<file path="config.mk">
export PLATFORM = sky130hd
export DESIGN_NAME = monitor_regbank
export DESIGN_NICKNAME = d
export VERILOG_FILES = /design/src/rtl/monitor_regbank_pkg.sv /design/src/rtl/monitor_timeout.sv /design/src/rtl/monitor_regbank.sv
export SDC_FILE = /design/constraint.sdc
export NUM_CORES = 1
export LEC_CHECK = 0
export BUFFER_PORTS_ARGS = -buffer_cell sky130_fd_sc_hd__buf_2
export CORE_MARGIN = 3
export CORE_UTILIZATION = 50
export DETAILED_ROUTE_END_ITERATION = 12
export GPL_ROUTABILITY_DRIVEN = 0
export HOLD_SLACK_MARGIN = 0.08
export MAX_ROUTING_LAYER = met4
export PLACE_DENSITY_LB_ADDON = 0.12
export SLEW_MARGIN = 20
export SYNTH_ARGS = -nofsm -noshare
export SYNTH_HDL_FRONTEND = slang
export SYNTH_SLANG_ARGS = --single-unit
</file>
<file path="constraint.sdc">
create_clock -name clk50 -period 3.3 [get_ports clk50]
set_input_delay 0.165 -clock clk50 [delete_from_list [all_inputs] [get_ports clk50]]
set_output_delay 0.165 -clock clk50 [all_outputs]
set_load 0.005 [all_outputs]
</file>
<file path="src/rtl/monitor_regbank_pkg.sv">
// Shared types for the byte-stream register monitor: FSM states, reply status codes, id decoding.
// Pure declarations; no timing or backpressure of its own.
package monitor_regbank_pkg;

    typedef enum logic [2:0] {
        IDLE,
        LEN,
        WDATA,
        COMMIT,
        STATUS,
        RDATA
    } state_e;

    localparam logic [7:0] ST_OK      = 8'h00;
    localparam logic [7:0] ST_BAD_ID  = 8'h01;
    localparam logic [7:0] ST_BAD_LEN = 8'h02;

    // Bit of the command byte that selects a write.
    localparam int RW_BIT = 7;

    // Read-only inputs occupy the top of the 7-bit id space.
    function automatic logic is_ro_id(input logic [6:0] id, input int n_ro);
        return (int'(id) >= (128 - n_ro));
    endfunction

endpackage

</file>
<file path="src/rtl/monitor_timeout.sv">
// Inter-byte watchdog: down-counter reloaded on restart, counting while enabled; expired when it hits zero.
// Expiry is seen TIMEOUT_CYC-1 enabled cycles after the last restart; no backpressure.
module monitor_timeout #(
    parameter int TIMEOUT_CYC = 50000
) (
    input  logic clk_i,
    input  logic rst_ni,
    input  logic restart_i,
    input  logic enable_i,
    output logic expired_o
);

    localparam int CW = $clog2(TIMEOUT_CYC);
    localparam logic [CW-1:0] LOAD = CW'(TIMEOUT_CYC - 2);

    logic [CW-1:0] cnt_q;
    logic [CW-1:0] cnt_d;

    always_comb begin
        cnt_d = cnt_q;
        if (restart_i) begin
            cnt_d = LOAD;
        end else if (enable_i && (cnt_q != '0)) begin
            cnt_d = cnt_q - CW'(1);
        end
    end

    always_ff @(posedge clk_i or negedge rst_ni) begin
        if (!rst_ni) begin
            cnt_q <= '0;
        end else begin
            cnt_q <= cnt_d;
        end
    end

    assign expired_o = (cnt_q == '0);

endmodule

</file>
<file path="src/rtl/monitor_regbank.sv">
// Byte-stream command engine over a bank of RW registers and RO inputs; one status byte per command, read data follows.
// Write commits one cycle after the last byte, status the cycle after; tx bytes held until tx_ready, one idle cycle between bytes.
module monitor_regbank
    import monitor_regbank_pkg::*;
#(
    parameter int N_RW        = 5,
    parameter int N_RO        = 4,
    parameter int REG_BYTES   = 4,
    parameter logic [N_RW*8*REG_BYTES-1:0] RW_RESET = '0,
    parameter int TIMEOUT_CYC = 50000
) (
    input  logic                          clk50,
    input  logic                          reset_n,
    input  logic                          rx_valid,
    input  logic [7:0]                    rx_data,
    input  logic                          rx_error,
    output logic                          tx_valid,
    output logic [7:0]                    tx_data,
    input  logic                          tx_ready,
    output logic [N_RW*8*REG_BYTES-1:0]   rw_regs,
    output logic [N_RW-1:0]               rw_wstb,
    input  logic [N_RO*8*REG_BYTES-1:0]   ro_regs,
    output logic                          busy,
    output logic [7:0]                    err_count
);

    localparam int REG_BITS = 8 * REG_BYTES;

    state_e                     state_q;
    logic                       cmd_rw_q;
    logic [6:0]                 cmd_id_q;
    logic [7:0]                 len_q;
    logic [7:0]                 idx_q;
    logic [7:0]                 status_q;
    logic [REG_BITS-1:0]        buf_q;
    logic [N_RW*REG_BITS-1:0]   rw_q;
    logic [N_RW-1:0]            wstb_q;
    logic                       tx_valid_q;
    logic [7:0]                 tx_data_q;
    logic [7:0]                 err_q;

    logic                       in_rx_phase;
    logic                       in_tx_phase;
    logic                       tmo_restart;
    logic                       tmo_expired;
    logic                       err_inc;
    logic                       id_in_rw;
    logic                       id_in_ro;
    logic                       bad_len;
    logic                       bad_id;
    logic [7:0]                 status_eval;
    logic                       last_wbyte;
    logic [REG_BITS-1:0]        rd_word;
    logic [REG_BITS-1:0]        buf_merged;
    logic [REG_BITS-1:0]        wr_word;

    assign in_rx_phase = (state_q == LEN) || (state_q == WDATA);
    assign in_tx_phase = (state_q == COMMIT) || (state_q == STATUS) || (state_q == RDATA);

    // Status is judged on the len byte as it arrives, so the reply can be queued on that same edge.
    assign id_in_rw    = int'(cmd_id_q) < N_RW;
    assign id_in_ro    = is_ro_id(cmd_id_q, N_RO);
    assign bad_len     = (rx_data == 8'd0) || (int'(rx_data) > REG_BYTES);
    assign bad_id      = cmd_rw_q ? !id_in_rw : !(id_in_rw || id_in_ro);
    assign status_eval = bad_len ? ST_BAD_LEN : (bad_id ? ST_BAD_ID : ST_OK);
    assign last_wbyte  = (idx_q == (len_q - 8'd1));

    assign tmo_restart = rx_valid && ((state_q == IDLE) || in_rx_phase);

    assign err_inc = ((state_q == IDLE) && rx_error)
                  || (in_rx_phase && (rx_error || (!rx_valid && tmo_expired)))
                  || (in_tx_phase && rx_valid);

    always_comb begin
        rd_word = '0;
        for (int k = 0; k < N_RW; k++) begin
            if (int'(cmd_id_q) == k) begin
                rd_word = rw_q[k*REG_BITS +: REG_BITS];
            end
        end
        for (int j = 0; j < N_RO; j++) begin
            if (int'(cmd_id_q) == (128 - N_RO + j)) begin
                rd_word = ro_regs[j*REG_BITS +: REG_BITS];
            end
        end
    end

    // Bytes at or above len keep the register's current contents.
    always_comb begin
        buf_merged = buf_q;
        wr_word    = rd_word;
        for (int b = 0; b < REG_BYTES; b++) begin
            if (int'(idx_q) == b) begin
                buf_merged[b*8 +: 8] = rx_data;
            end
            if (b < int'(len_q)) begin
                wr_word[b*8 +: 8] = buf_merged[b*8 +: 8];
            end
        end
    end

    monitor_timeout #(
        .TIMEOUT_CYC (TIMEOUT_CYC)
    ) u_timeout (
        .clk_i     (clk50),
        .rst_ni    (reset_n),
        .restart_i (tmo_restart),
        .enable_i  (in_rx_phase),
        .expired_o (tmo_expired)
    );

    always_ff @(posedge clk50 or negedge reset_n) begin
        if (!reset_n) begin
            state_q    <= IDLE;
            cmd_rw_q   <= 1'b0;
            cmd_id_q   <= '0;
            len_q      <= '0;
            idx_q      <= '0;
            status_q   <= ST_OK;
            buf_q      <= '0;
            rw_q       <= RW_RESET;
            wstb_q     <= '0;
            tx_valid_q <= 1'b0;
            tx_data_q  <= '0;
            err_q      <= '0;
        end else begin
            wstb_q <= '0;
            if (err_inc && (err_q != 8'hFF)) begin
                err_q <= err_q + 8'd1;
            end

            case (state_q)
                IDLE: begin
                    if (rx_valid && !rx_error) begin
                        cmd_rw_q <= rx_data[RW_BIT];
                        cmd_id_q <= rx_data[6:0];
                        state_q  <= LEN;
                    end
                end

                LEN: begin
                    if (rx_error) begin
                        state_q <= IDLE;
                    end else if (rx_valid) begin
                        len_q    <= rx_data;
                        status_q <= status_eval;
                        idx_q    <= '0;
                        if (cmd_rw_q && !bad_len) begin
                            state_q <= WDATA;
                        end else begin
                            // Read snapshot taken here so all reply bytes come from one instant.
                            buf_q      <= rd_word;
                            state_q    <= STATUS;
                            tx_valid_q <= 1'b1;
                            tx_data_q  <= status_eval;
                        end
                    end else if (tmo_expired) begin
                        state_q <= IDLE;
                    end
                end

                WDATA: begin
                    if (rx_error) begin
                        state_q <= IDLE;
                    end else if (rx_valid) begin
                        buf_q <= buf_merged;
                        if (last_wbyte) begin
                            state_q <= COMMIT;
                            if (status_q == ST_OK) begin
                                for (int k = 0; k < N_RW; k++) begin
                                    if (int'(cmd_id_q) == k) begin
                                        rw_q[k*REG_BITS +: REG_BITS] <= wr_word;
                                        wstb_q[k]                    <= 1'b1;
                                    end
                                end
                            end
                        end else begin
                            idx_q <= idx_q + 8'd1;
                        end
                    end else if (tmo_expired) begin
                        state_q <= IDLE;
                    end
                end

                COMMIT: begin
                    state_q    <= STATUS;
                    tx_valid_q <= 1'b1;
                    tx_data_q  <= status_q;
                end

                STATUS: begin
                    if (tx_ready) begin
                        tx_valid_q <= 1'b0;
                        idx_q      <= '0;
                        if (!cmd_rw_q && (status_q == ST_OK)) begin
                            state_q <= RDATA;
                        end else begin
                            state_q <= IDLE;
                        end
                    end
                end

                RDATA: begin
                    if (!tx_valid_q) begin
                        tx_valid_q <= 1'b1;
                        tx_data_q  <= buf_q[7:0];
                        buf_q      <= buf_q >> 8;
                    end else if (tx_ready) begin
                        tx_valid_q <= 1'b0;
                        if (last_wbyte) begin
                            state_q <= IDLE;
                        end else begin
                            idx_q <= idx_q + 8'd1;
                        end
                    end
                end

                default: state_q <= IDLE;
            endcase
        end
    end

    assign rw_regs   = rw_q;
    assign rw_wstb   = wstb_q;
    assign tx_valid  = tx_valid_q;
    assign tx_data   = tx_data_q;
    assign err_count = err_q;
    assign busy      = (state_q != IDLE);

endmodule

</file>
# After elaboration in Yosys (flattened, before gate mapping)
# Cells that the tools add are included.
# word_totals
regBits	265
inputBits	141
output_inout_bits	183
word_cells	183
# classes
addsub	4
magnitude_cmp	7
eq_ne	30
muxes	74
bitwise_logic	1
reduce_logical	50
# op_table
op	count
2-to-1 mux 32 bit	15
2-to-1 mux 8 bit	20
case mux 32 bit (3 select lines)	1
2-to-1 mux 3 bit	13
AND reduction 6 bit	6
2-to-1 mux 16 bit	2
case mux 8 bit (4 select lines)	1
equality test 7 x 3 -> 1 bit, second input constant	4
2-to-1 mux 5 bit	5
logical NOT 8 bit	3
case mux 8 bit (3 select lines)	1
inequality test 2 bit, second input constant	10
case mux 3 bit (6 select lines)	1
adder 8 x 1 -> 8 bit, second input constant	2
equality test 8 x 3 -> 1 bit, second input constant	2
logical NOT 16 bit	1
< comparator 1 x 8 -> 1 bit, first input constant	2
< comparator 2 x 8 -> 1 bit, first input constant	2
nonzero test 16 bit	1
subtractor 16 x 1 -> 16 bit, second input constant	1
equality test 7 x 2 -> 1 bit, second input constant	2
2-to-1 mux 1 bit	13
logical AND 1 bit	10
AND reduction 5 bit	2
28 further kinds	46

# Logic depth before layout (Yosys ltp)
# Gate-level depths: netlist of run 1.
# depth
ltp_word	14
mapped_depth	12
depth_no_buf	8

# Modules after synthesis
# From an unflattened synthesis of run 1, not the netlist that was laid out.
# unflattened
hier_cells	1521
hier_area_um2	16286.9
# by_module_without_submodules
mod	instances	cells_per_inst	area_per_inst_um2	seq_area_each_um2
monitor_regbank	1	1429	15363.5	6080.8
monitor_timeout	1	92	923.4	400.4

# Least setup slack after synthesis of run 1
# Ideal clock, no wire load.
# synth_path
kind	register to register
startpoint	reg len_q[0]
endpoint	reg rw_q[116], in the netlist rw_regs[116]
setup_time_ns	0.128
arrival_time_ns	3.183
required_time_ns	3.172
setup_slack_ns	-0.010
path_stages_with_launch	13
n_path_buf	4
synth_period_minus_slack_ns	3.310
path_cell_list	dfrtp_1 -> buf_4 -> inv_1 -> ha_1 -> clkbuf_1 -> nor2b_1 -> or3_1 -> a31o_2 -> or4_4 -> buf_6 -> nor4_4 -> buf_6 -> mux2_1
# synth_between
elab_chain_len	3
elab_cells_between_ends	5
classes_between	1 x add/sub; 1 x order compare; 1 x eq/ne; 1 x mux; 1 x reduce/logical
# synth_rtl
element	line	source
start, declared	monitor_regbank.sv:32	logic [7:0] len_q;
start signal, assigned	monitor_regbank.sv:145	len_q <= rx_data;
subtractor 8 x 1 -> 8 bit	monitor_regbank.sv:66	assign last_wbyte = (idx_q == (len_q - 8'd1));
equality test 8 bit	monitor_regbank.sv:66	
AND reduction 6 bit (no line)	n/a	
end signal, assigned by index	monitor_regbank.sv:172	rw_q[k*REG_BITS +: REG_BITS] <= wr_word;
end, declared	monitor_regbank.sv:36	logic [N_RW*REG_BITS-1:0] rw_q;
# Several ways; a longest one is shown, not always the timed one.
# A chain may end at the register's enable or synchronous reset.

# Worst setup path in the final report of run 1
# layout_path
startpoint	reg len_q[0]
endpoint	reg rw_q[12], in the netlist rw_regs[12]
# The elaborated chain is that of the path after synthesis.

==> results of run 1 <==
==> flip-flops by register name, indices dropped and copies added (netlist names) <==
register	count
cmd_rw_q	1
tx_valid	1
u_timeout.cnt_q	16
status_q	2
idx_q	8
len_q	8
rw_wstb	5
state_q	3
rw_regs	160
tx_data	8
cmd_id_q	7
buf_q	32
err_count	8
==> per-layer routing <==
layer	vias to the layer above	share of wire (%)	track usage [%]
met2	780	47	52.2
li1	6371	-	-
met1	7263	42	46.0
met4	0	3.0	9.41
met5	-	0	-
met3	143	7.9	5.03
==> layout by cell type, fill, tap and decap left out, types with 14 or more instances in the layout <==
| master | netlist | routed |
|---|---|---|
| dfrtp_1 | 259 | 257 |
| buf_4 | 2 | 62 |
| clkbuf_16 | 0 | 30 |
| a31oi_1 | 20 | 20 |
| o22ai_1 | 65 | 65 |
| buf_2 | 13 | 322 |
| nand2_1 | 65 | 64 |
| a21oi_1 | 99 | 99 |
| xnor2_1 | 22 | 22 |
| nand3_1 | 25 | 25 |
| nor2b_1 | 22 | 22 |
| mux2_2 | 191 | 191 |
| a22oi_1 | 14 | 14 |
| nand2b_1 | 19 | 19 |
| mux2i_1 | 54 | 54 |
| inv_1 | 44 | 44 |
| nor2_1 | 97 | 97 |
| a211oi_1 | 17 | 17 |
| nor3_1 | 45 | 43 |
| mux2_1 | 28 | 28 |
| o21ai_0 | 77 | 77 |
==> power by group through the flow <==
stage	Clock, mW	Combinational [mW]	Sequential, mW
2_1_floorplan	0	3.71	3.90
3_3_place_gp	0	5.18	4.26
3_5_place_dp	0	5.25	4.28
4_1_cts	3.47	5.29	4.22
5_1_grt	3.60	5.80	4.30
6_report	3.45	5.41	4.24
==> cells in the mapped netlist (all sizes together) (12+ instances only) <==
cell type and count:
mux2i 54, nand2 65, mux2 219, nand2b 19, nand3 25, a31oi 20
nor2b 22, a211oi 17, a22oi 14, a21oi 99, clkbuf 93, nor2 97
dfrtp 259, inv 44, a31o 12, o211ai 12, nor3 48, o21ai 77
and3 12, nor4 13, buf 31, o22ai 65, xnor2 22
==> cell type report <==
class	instances	area share (%)
clock inverters	9	0.715
flip-flops and latches	259	34.3
diodes	1	0.0132
repair buffers	406	12.8
well taps	390	2.58
inverters	44	0.873
clock buffers	45	4.69
multi-input cells	1105	44.1
==> metrics by stage <==
step | worst slack, ps | utilization (%) | area [sq um] | hold WS (ps) | total power, mW
final | 111 | 63.0 | 18900 | 104 | 13.1
after global routing | 18.3 | 63.0 | 18900 | 115 | 13.7
after CTS | 105 | 63.0 | 18900 | 86.5 | 13.0
after detailed placement | 115 | 59.2 | 17800 | 187 | 9.53
after global placement | 164 | 59.2 | 17800 | 190 | 9.44
after floorplan | 41.2 | - | 15400 | -131 | 7.60
==> what timing repair did <==
action	CTS	global route
endpoints found under the hold margin	87	0
hold buffers	10	0
setup buffers	0	0
==> final timing paths <==
kind / startpoint / to / slack [ps] / depth (start not counted)
worst max-delay path: len_q[0]$_DFFE_PN0P_ / rw_regs[12]$_DFFE_PN0P_ / 110 / 9
worst min-delay path: ro_regs[88] / buf_q[24]$_DFFE_PN0P_ / 100 / 4
worst max register to register: len_q[0]$_DFFE_PN0P_ / rw_regs[12]$_DFFE_PN0P_ / 110 / 9
worst min register to register: err_count[6]$_DFFE_PN0P_ / err_count[6]$_DFFE_PN0P_ / 490 / 1
max in group asynchronous: reset_n / rw_regs[113]$_DFFE_PN0P_ / 2170 / 3
min in group asynchronous: reset_n / u_timeout.cnt_q[2]$_DFFE_PN0P_ / 160 / 2
==> logic make-up (layout without fill, tap and decap cells) <==
| kind of cell | after synthesis | count (layout) | share of synthesized area [%] |
|---|---|---|---|
| flops | 259 | 259 | 42.0 |
| fa+ha+maj | 9 | 9 | 0.729 |
| xor+xnor | 30 | 30 | 1.70 |
| mux | 281 | 281 | 20.6 |
| compound gates | 425 | 425 | 18.1 |
| other cells | 0 | 1 | 0 |
| buf+inv | 168 | 504 | 4.43 |
| simple gates | 360 | 360 | 12.4 |
==> worst reg2reg max path, delay by kind of cell, from the launching register on <==
| family | cells | cell delay (ps) |
|---|---|---|
| simple gates | 4 | 1500 |
| flops | 1 | 440 |
| mux | 1 | 370 |
| buf+inv | 2 | 300 |
| compound gates | 1 | 250 |
| fa+ha+maj | 1 | 220 |
==> summary.txt, run 1 <==
Yosys
  – Sequential area share after synthesis: between 40% and 50%
  – Area of the mapped netlist: roughly 15000 sq um
  – Share of flip-flops with an asynchronous set or reset after synthesis: 100%
  – Library cell with the largest summed area after synthesis: dfrtp_1
  – Register bit count reported by yosys: 259
  – Average footprint of a synthesized cell: approximately 10 sq um
  – Count of synthesis-stage warnings from yosys: 0
  – Number of unique standard cell types used by synthesis: between 70 and 80
  – Post-synth top flop: dfrtp_1
  – Post-synth top area share: 42.0%
  – Cell count after synthesis: 1532
  – Net count of the mapped netlist: between 1500 and 2000
  – Count of flip-flops with a built-in enable after synthesis: 0
  – Largest cells by area after synthesis: dfrtp_1 42%, mux2_2 14%, mux2i_1 3.5%, a21oi_1 3.2%, o22ai_1 2.6%

Clocking
  – CTS clock-pin slew for the worst setup and hold paths: around 60 ps
  – Longest Clk Path Bufs: 3
  – Root cell of the clock tree: clkbuf_16
  – Number of sinks handled by clock tree synthesis: around 260
  – Number of H-tree branching levels: 1
  – TritonCTS clock tree: built
  – Clock Latency Late Sink: roughly 570 ps
  – Number of instances resized during post-cts repair: 0
  – CTS Buf Count: 30

Global routing
  – Wire length of the first global-routing pass: ~85000 um
  – Overall overflow remaining after global route: 0
  – Vias in the first global route: between 10000 and 15000
  – Maximum number of pins on one net before global-route repair: 94
  – Antenna violations before repair: 1
  – Overall routing resource usage: roughly a third

Floorplanning
  – # rows: between 60 and 70
  – Boundary Pins: 324
  – Core Footprint: about 30000 sq um
  – Starting Density: between 50% and 60%
  – Vertical die dimension: between 150 and 200 um
  – Horizontal extent of the die: 182 um
  – Floorplan die area: 33000 sq um

STA
  – Hold violation count in the final report: 0
  – Relative slew slack: between 40% and 50%
  – Slew @ Worst Pin: 820 ps
  – Total of endpoints with negative setup slack in the final report: 0
  – Unrepaired setup endpoints after global routing: no
  – Final cycle utilization of the critical path: between 90% and 100%
  – Shortest period the worst path allows: approximately 3200 ps
  – Fin Setup TNS: 0 ps
  – Peak Freq: 314 MHz
  – Max Clock Skew: approximately 18 ps
  – Total count of max-transition violations in the final report: 0

Finish
  – # fillers: roughly 2500
  – Synth-to-layout area growth: 22.4%
  – Multi-input combinational cell area: roughly 8300 sq um
  – Area taken by flip-flops and latches: ~6500 sq um
  – Non-filler instance count after layout: about 2300
  – Final Net Count: about 2000
  – Ratio of cells with drive above 1 in the final layout: a little over a third

Setup path
  – Series of cell instances along the critical path: inv_1, ha_1, nor2b_1, or3_1, a31o_2, or4_4, nor4_4, buf_12, mux2_2
  – Delay-heaviest family, CP: simple AND/OR/NAND/NOR gates
  – Kind of end point of the critical path: flop
  – Critical path fanouts, max: 18
  – Slowest cell on the critical path: or4_4
  – Kind of launch point of the worst setup path: flop
  – Critical path data required time: ~3800 ps
  – Buffers and inverters on the worst path: 2
  – Largest stage delay, worst path: around 650 ps
  – Worst Path Arrival: approximately 3600 ps
  – Crit Path Category: reg -> reg

Placement
  – Count of buffers inserted at the top-level ports: 323
  – Number of placed instances with taps included: around 2200
  – HPWL Detailed: approximately 40000 um

Hold path
  – Tightest Hold Check Type: in -> reg

Power
  – Switching power of the nets: about 5.3 mW
  – Clock share of power: between 20% and 30%
  – Logic gate share of total power: between 40% and 50%
  – Areal power density over the cells: around 690 nW/um^2
  – Sequential share of power: around a third
  – Leakage power of the design: a little over 9 nW
  – Cell internal power dissipation: 7.75 mW
  – Maximum vdd ir drop: around 440 uV
  – Fraction of power spent switching nets: about two fifths

Run
  – Max cap viols: 0

Routing
  – Via density per instance: ~6.4
  – Residual antenna-violating net count after detailed routing: 0
  – Number of DRC violations after detailed-routing iteration 0: 1355
  – Residual DRC: 0
  – Final wirelength: 55900 um
  – Number of iterations in the first detailed-routing pass: 7
  – Overall via count from detail_route: around 15000
  – Average wire per standard cell: 24.8 um

Run status
  – Outcome: finished clean
Power figures use the tool's default switching activity.
==> inputs of run 2 (changes only) <==
--- a/config.mk
+++ b/config.mk
@@ -6,6 +6,7 @@
 export NUM_CORES = 1
 export LEC_CHECK = 0
 export BUFFER_PORTS_ARGS = -buffer_cell sky130_fd_sc_hd__buf_2
+export CAP_MARGIN = 5
 export CORE_MARGIN = 3
 export CORE_UTILIZATION = 50
 export DETAILED_ROUTE_END_ITERATION = 12
==> constraint.sdc (replaced) <==
create_clock -name clk50 -period 3.3 [get_ports clk50]
set_input_delay 0.66 -clock clk50 [delete_from_list [all_inputs] [get_ports clk50]]
set_output_delay 0.66 -clock clk50 [all_outputs]
set_load 0.005 [all_outputs]
==> summary.txt, run 2 (synthesized netlist as in run 1, its figures left out) <==
Power
  – Areal power density over the cells: 699 nW/um^2
  – Total power draw: 13.3 mW
  – Maximum vdd ir drop: between 400 and 500 uV
  – Leakage power of the design: 9.22 nW

Setup path
  – Critical path data required time: approximately 3800 ps
  – Kind of end point of the critical path: flop
  – Kind of launch point of the worst setup path: flop
  – Worst Path Arrival: ~3700 ps
  – Critical path fanouts, max: 17
  – Crit Path Category: reg -> reg

Clocking
  – Number of sinks handled by clock tree synthesis: about 260
  – CTS clock-pin slew for the worst setup and hold paths: 60 ps
  – Root cell of the clock tree: clkbuf_16
  – TritonCTS clock tree: built
  – Clock Latency Late Sink: roughly 570 ps
  – Number of H-tree branching levels: 1
  – CTS Buf Count: 30
  – Longest Clk Path Bufs: 3

STA
  – Smallest hold slack: 486 ps
  – Relative slew slack: a little over two fifths
  – Hold violation count in the final report: 0
  – Fin Setup TNS: 0 ps
  – Shortest period the worst path allows: 3220 ps
  – Final critical-path setup slack: about 79 ps
  – Unrepaired setup endpoints after global routing: no
  – Max Clock Skew: between 10 and 15 ps
  – Slew @ Worst Pin: 845 ps
  – Final cycle utilization of the critical path: a little over nine tenths
  – Peak Freq: between 300 and 400 MHz
  – Total count of max-transition violations in the final report: 0
  – Total of endpoints with negative setup slack in the final report: 0

Routing
  – Overall via count from detail_route: ~14000
  – Via density per instance: between 6 and 7
  – Final wirelength: approximately 56000 um
  – Residual DRC: 0
  – Number of iterations in the first detailed-routing pass: 5
  – Residual antenna-violating net count after detailed routing: 0
  – Number of DRC violations after detailed-routing iteration 0: 1382
  – Average wire per standard cell: 24.8 um

Finish
  – Most used cells in the layout excluding fill and tap cells: 322 x buf_2, 256 x dfrtp_1, 191 x mux2_2
  – Final Net Count: roughly 2000
  – Post-route standard cell area excluding fillers: about 19000 sq um
  – Flip-flop count of the largest register after layout: 160
  – Ratio of cells with drive above 1 in the final layout: 37.4%
  – Most frequent standard cell in the layout excluding fill and tap cells: buf_2
  – Multi-input combinational cell area: 8360 sq um
  – Area taken by flip-flops and latches: about 6500 sq um
  – Synth-to-layout area growth: 23.2%
  – Non-filler instance count after layout: roughly 2300
  – Final Core Density: approximately 63%
  – # fillers: around 2500

Global routing
  – Overall overflow remaining after global route: 0
  – Overall routing resource usage: around 33%
  – Maximum number of pins on one net before global-route repair: 75
  – Antenna violations before repair: 1
  – Vias in the first global route: roughly 14000
  – Wire length of the first global-routing pass: between 80000 and 90000 um

Floorplanning
  – Vertical die dimension: ~180 um
  – Boundary Pins: around 320
  – # rows: between 60 and 70
  – Horizontal extent of the die: 182 um
  – Starting Density: approximately half
  – Core Footprint: ~30000 sq um
  – Floorplan die area: roughly 33000 sq um

Placement
  – Placed inst area: approximately 18000 sq um
  – HPWL Detailed: between 40000 and 50000 um
  – Number of placed instances with taps included: 2200
  – Post-place setup slack: ~35 ps
  – Count of buffers inserted at the top-level ports: about 320

Run status
  – Outcome: finished clean

Hold path
  – Tightest Hold Check Type: in -> reg

Run
  – Max cap viols: 0
==> run 2: layout make-up <==
class / count / area share (%)
tap: 390 / 2.56
clock buffer: 37 / 4.40
antenna: 2 / 0.0263
timing repair buffer: 407 / 12.8
clock inverter: 19 / 1.34
sequential: 259 / 34.1
inverter: 44 / 0.868
multi-input combinational: 1105 / 43.9
==> run 2: layer usage <==
metal | up-vias | GRT usage, % | part of all wire (%)
met3 | 136 | 5.37 | 8.2
li1 | 6386 | - | -
met2 | 751 | 52.9 | 47
met5 | - | - | 0
met1 | 7213 | 45.1 | 41
met4 | 0 | 8.78 | 3.1
==> run 2: timing repair <==
action                                  CTS  global route
endpoints found under the setup margin    0           134
endpoints found under the hold margin    43             0
hold buffers                              1             0
setup buffers                             0             3
resized for setup                         0            10
==> run 2: final timing paths <==
| path | startpoint | endpoint | slack (ps) | cells after the start |
|---|---|---|---|---|
| worst max register to register | len_q[1]$_DFFE_PN0P_ | rw_regs[18]$_DFFE_PN0P_ | 80 | 8 |
| worst max-delay path | len_q[1]$_DFFE_PN0P_ | rw_regs[18]$_DFFE_PN0P_ | 80 | 8 |
| worst min register to register | err_count[6]$_DFFE_PN0P_ | err_count[6]$_DFFE_PN0P_ | 490 | 1 |
| worst min-delay path | rx_data[7] | cmd_rw_q$_DFFE_PN0P_ | 490 | 2 |
| max in group asynchronous | reset_n | cmd_id_q[0]$_DFFE_PN0P_ | 1780 | 3 |
| min in group asynchronous | reset_n | err_count[4]$_DFFE_PN0P_ | 650 | 2 |
==> run 2: critical path, stage by stage, from the launching register on <==
cell,delay [ps]
dfrtp_1,380
buf_4,160
or4_4,530
o311ai_4,260
o2111ai_2,140
or4_4,670
nor4_4,320
buf_6,270
mux2_2,360
==> run 2: report_power, final <==
part	leakage, nW	internal (mW)	switching (mW)
Clock	0.537	2.20	1.43
Sequential	3.44	3.59	0.586
Combinational	5.24	2.10	3.40
==> inputs of run 3 (changes only) <==
--- a/config.mk
+++ b/config.mk
@@ -5,6 +5,7 @@
 export SDC_FILE = /design/constraint.sdc
 export NUM_CORES = 1
 export LEC_CHECK = 0
+export ABC_AREA = 1
 export BUFFER_PORTS_ARGS = -buffer_cell sky130_fd_sc_hd__buf_2
 export CAP_MARGIN = 5
 export CORE_MARGIN = 3
==> summary.txt, run 3 <==
Run status
  – Outcome: finished clean

Global routing
  – Antenna violations before repair: 1
  – Vias in the first global route: 15800
  – Overall routing resource usage: between 30 and 40%
  – Maximum number of pins on one net before global-route repair: just under 70
  – Wire length of the first global-routing pass: 89800 um
  – Overall overflow remaining after global route: 0

Run
  – Max cap viols: 0

Yosys
  – Sequential area share after synthesis: about 43%
  – Register bit count reported by yosys: roughly 260
  – Cell count after synthesis: roughly 2100
  – Post-synth top flop: dfrtp_1
  – Area of the mapped netlist: between 10000 and 15000 sq um
  – Share of flip-flops with an asynchronous set or reset after synthesis: 100%
  – Number of unique standard cell types used by synthesis: 35
  – Largest cells by area after synthesis: dfrtp_1 43%, nand2_1 19%, nand3_1 11%, nor2_1 4.7%, inv_1 3.5%
  – Count of flip-flops with a built-in enable after synthesis: 0
  – Post-synth top area share: approximately 43%
  – Most common cell in the netlist: nand2_1
  – Library cell with the largest summed area after synthesis: dfrtp_1
  – Average footprint of a synthesized cell: around 7 sq um
  – Count of synthesis-stage warnings from yosys: 0
  – Leading post-synthesis cells by instance count: 752 x nand2_1, 328 x nand3_1, 259 x dfrtp_1
  – Net count of the mapped netlist: ~2300

Clocking
  – Number of H-tree branching levels: 1
  – Count of hold buffers inserted by post-cts repair: 0
  – Setup bufs post-CTS: 0
  – Root cell of the clock tree: clkbuf_16
  – CTS Buf Count: 28
  – TritonCTS clock tree: built
  – Number of sinks handled by clock tree synthesis: between 200 and 300
  – Number of instances resized during post-cts repair: 0
  – CTS clock-pin slew for the worst setup and hold paths: 60 ps
  – Longest Clk Path Bufs: 3
  – Clock Latency Late Sink: 550 ps

Finish
  – Final Core Density: between 60% and 70%
  – Non-filler instance count after layout: approximately 2800
  – Flip-flop count of the largest register after layout: between 150 and 200
  – Post-route standard cell area excluding fillers: about 18000 sq um
  – Synth-to-layout area growth: 20.3%
  – Ratio of cells with drive above 1 in the final layout: 18.6%
  – Most used cells in the layout excluding fill and tap cells: 752 x nand2_1, 328 x nand3_1, 322 x buf_2
  – Most frequent standard cell in the layout excluding fill and tap cells: nand2_1
  – Final Net Count: about 2600

Power
  – Cell internal power dissipation: 6.62 mW
  – Leakage power of the design: between 9 and 10 nW
  – Switching power of the nets: 5.34 mW
  – Logic gate share of total power: 39.3%
  – Total power draw: roughly 12 mW
  – Areal power density over the cells: ~670 nW/um^2
  – Sequential share of power: between 30% and 40%
  – Maximum vdd ir drop: between 400 and 500 uV
  – Clock share of power: 26.4%
  – Fraction of power spent switching nets: 44.6%

Placement
  – Count of buffers inserted at the top-level ports: about 320
  – Number of placed instances with taps included: 2776
  – HPWL Detailed: about 42000 um
  – Placed inst area: 17100 sq um

Routing
  – Average wire per standard cell: roughly 21 um
  – Via density per instance: ~6.0
  – Number of DRC violations after detailed-routing iteration 0: 1941
  – Residual antenna-violating net count after detailed routing: 0
  – Residual DRC: 0
  – Number of iterations in the first detailed-routing pass: 6
  – Final wirelength: approximately 60000 um
  – Overall via count from detail_route: 16800

STA
  – Total of endpoints with negative setup slack in the final report: 0
  – Final cycle utilization of the critical path: approximately four fifths
  – Peak Freq: 373 MHz
  – Total count of max-transition violations in the final report: 0
  – Slew @ Worst Pin: 829 ps
  – Fin Setup TNS: 0 ps
  – Max Clock Skew: 18.6 ps
  – Relative slew slack: 44.6%
  – Shortest period the worst path allows: roughly 2700 ps
  – Unrepaired setup endpoints after global routing: no
  – Hold violation count in the final report: 0

Floorplanning
  – Starting Density: between 50% and 60%
  – Horizontal extent of the die: ~180 um
  – Vertical die dimension: 179 um
  – Core Footprint: 29100 sq um
  – Floorplan die area: approximately 32000 sq um
  – # rows: 62
  – Boundary Pins: roughly 320

Setup path
  – Critical path data required time: about 3700 ps
  – Crit Path Category: reg -> reg
  – Critical path fanouts, max: 32
  – Kind of launch point of the worst setup path: flop
  – Kind of end point of the critical path: flop
  – Worst Path Arrival: between 3000 and 4000 ps
  – Number of cells on the worst reg-to-reg path: 12

Hold path
  – Tightest Hold Check Type: in -> async
run 3: worst paths after layout:
kind | from | slack (ps) | to
worst max-delay path | cmd_id_q[1]$_DFFE_PN0P_ | 620 | rw_regs[94]$_DFFE_PN0P_
worst min-delay path | reset_n | 70 | rw_regs[120]$_DFFE_PN0P_
worst max register to register | cmd_id_q[1]$_DFFE_PN0P_ | 620 | rw_regs[94]$_DFFE_PN0P_
worst min register to register | tx_data[0]$_DFFE_PN0P_ | 480 | tx_data[0]$_DFFE_PN0P_
max in group asynchronous | reset_n | 2340 | rw_regs[96]$_DFFE_PN0P_
min in group clk50 | rx_data[7] | 370 | len_q[7]$_DFFE_PN0P_
run 3: final cells by class:
type	count	area, sq um
flip-flops and latches	259	6480
clock buffers	46	850
clock inverters	5	52.6
multi-input cells	1607	7420
well taps	384	480
repair buffers	370	2090
inverters	156	586
fillers	2742	11100
diodes	1	2.50
run 3: critical path, cell delays in order, from the launching register on:
cell and delay [ps]:
dfrtp_1 420, clkinv_1 430, nand2_1 290, nor2_2 60, buf_4 280, nand3_1 120, nand2_1 60, nor2_1 190
nand4_1 120, nand2_1 90, nand4_1 270, nand3_1 160, nand2_1 70
run 3: power groups by stage:
stage	logic [mW]	registers, mW	clock network, mW
5_1_grt	5.07	4.14	3.31
3_3_place_gp	4.43	4.12	0
2_1_floorplan	2.93	3.96	0
6_report	4.70	4.10	3.16
4_1_cts	4.54	4.08	3.18
3_5_place_dp	4.53	4.13	0
run 3: routing by layer:
metal,up-vias,part of all wire [%],GRT usage (%)
met3,229,12,7.12
li1,7563,-,-
met2,1218,44,56.1
met5,-,0,-
met4,0,5.9,18.7
met1,7830,38,49.3
run 3: logic make-up after synthesis:
| kind of cell | count (synthesis) | synth area share, % |
|---|---|---|
| xor gates and xnor gates | 20 | 1.17 |
| adders and majority gates | 9 | 0.754 |
| AOI/OAI and AO/OA | 195 | 7.60 |
| and+or+nand+nor | 1383 | 39.9 |
| buffers and inverters | 259 | 7.15 |
| DFF | 259 | 43.4 |
run 3: metrics by stage:
step | hold WS (ps) | setup WS, ps
6_report | 65.3 | 618
5_1_grt | 109 | 445
4_1_cts | 86.2 | 693
3_5_place_dp | 466 | 518
3_3_place_gp | 465 | 614
2_1_floorplan | 364 | 1270
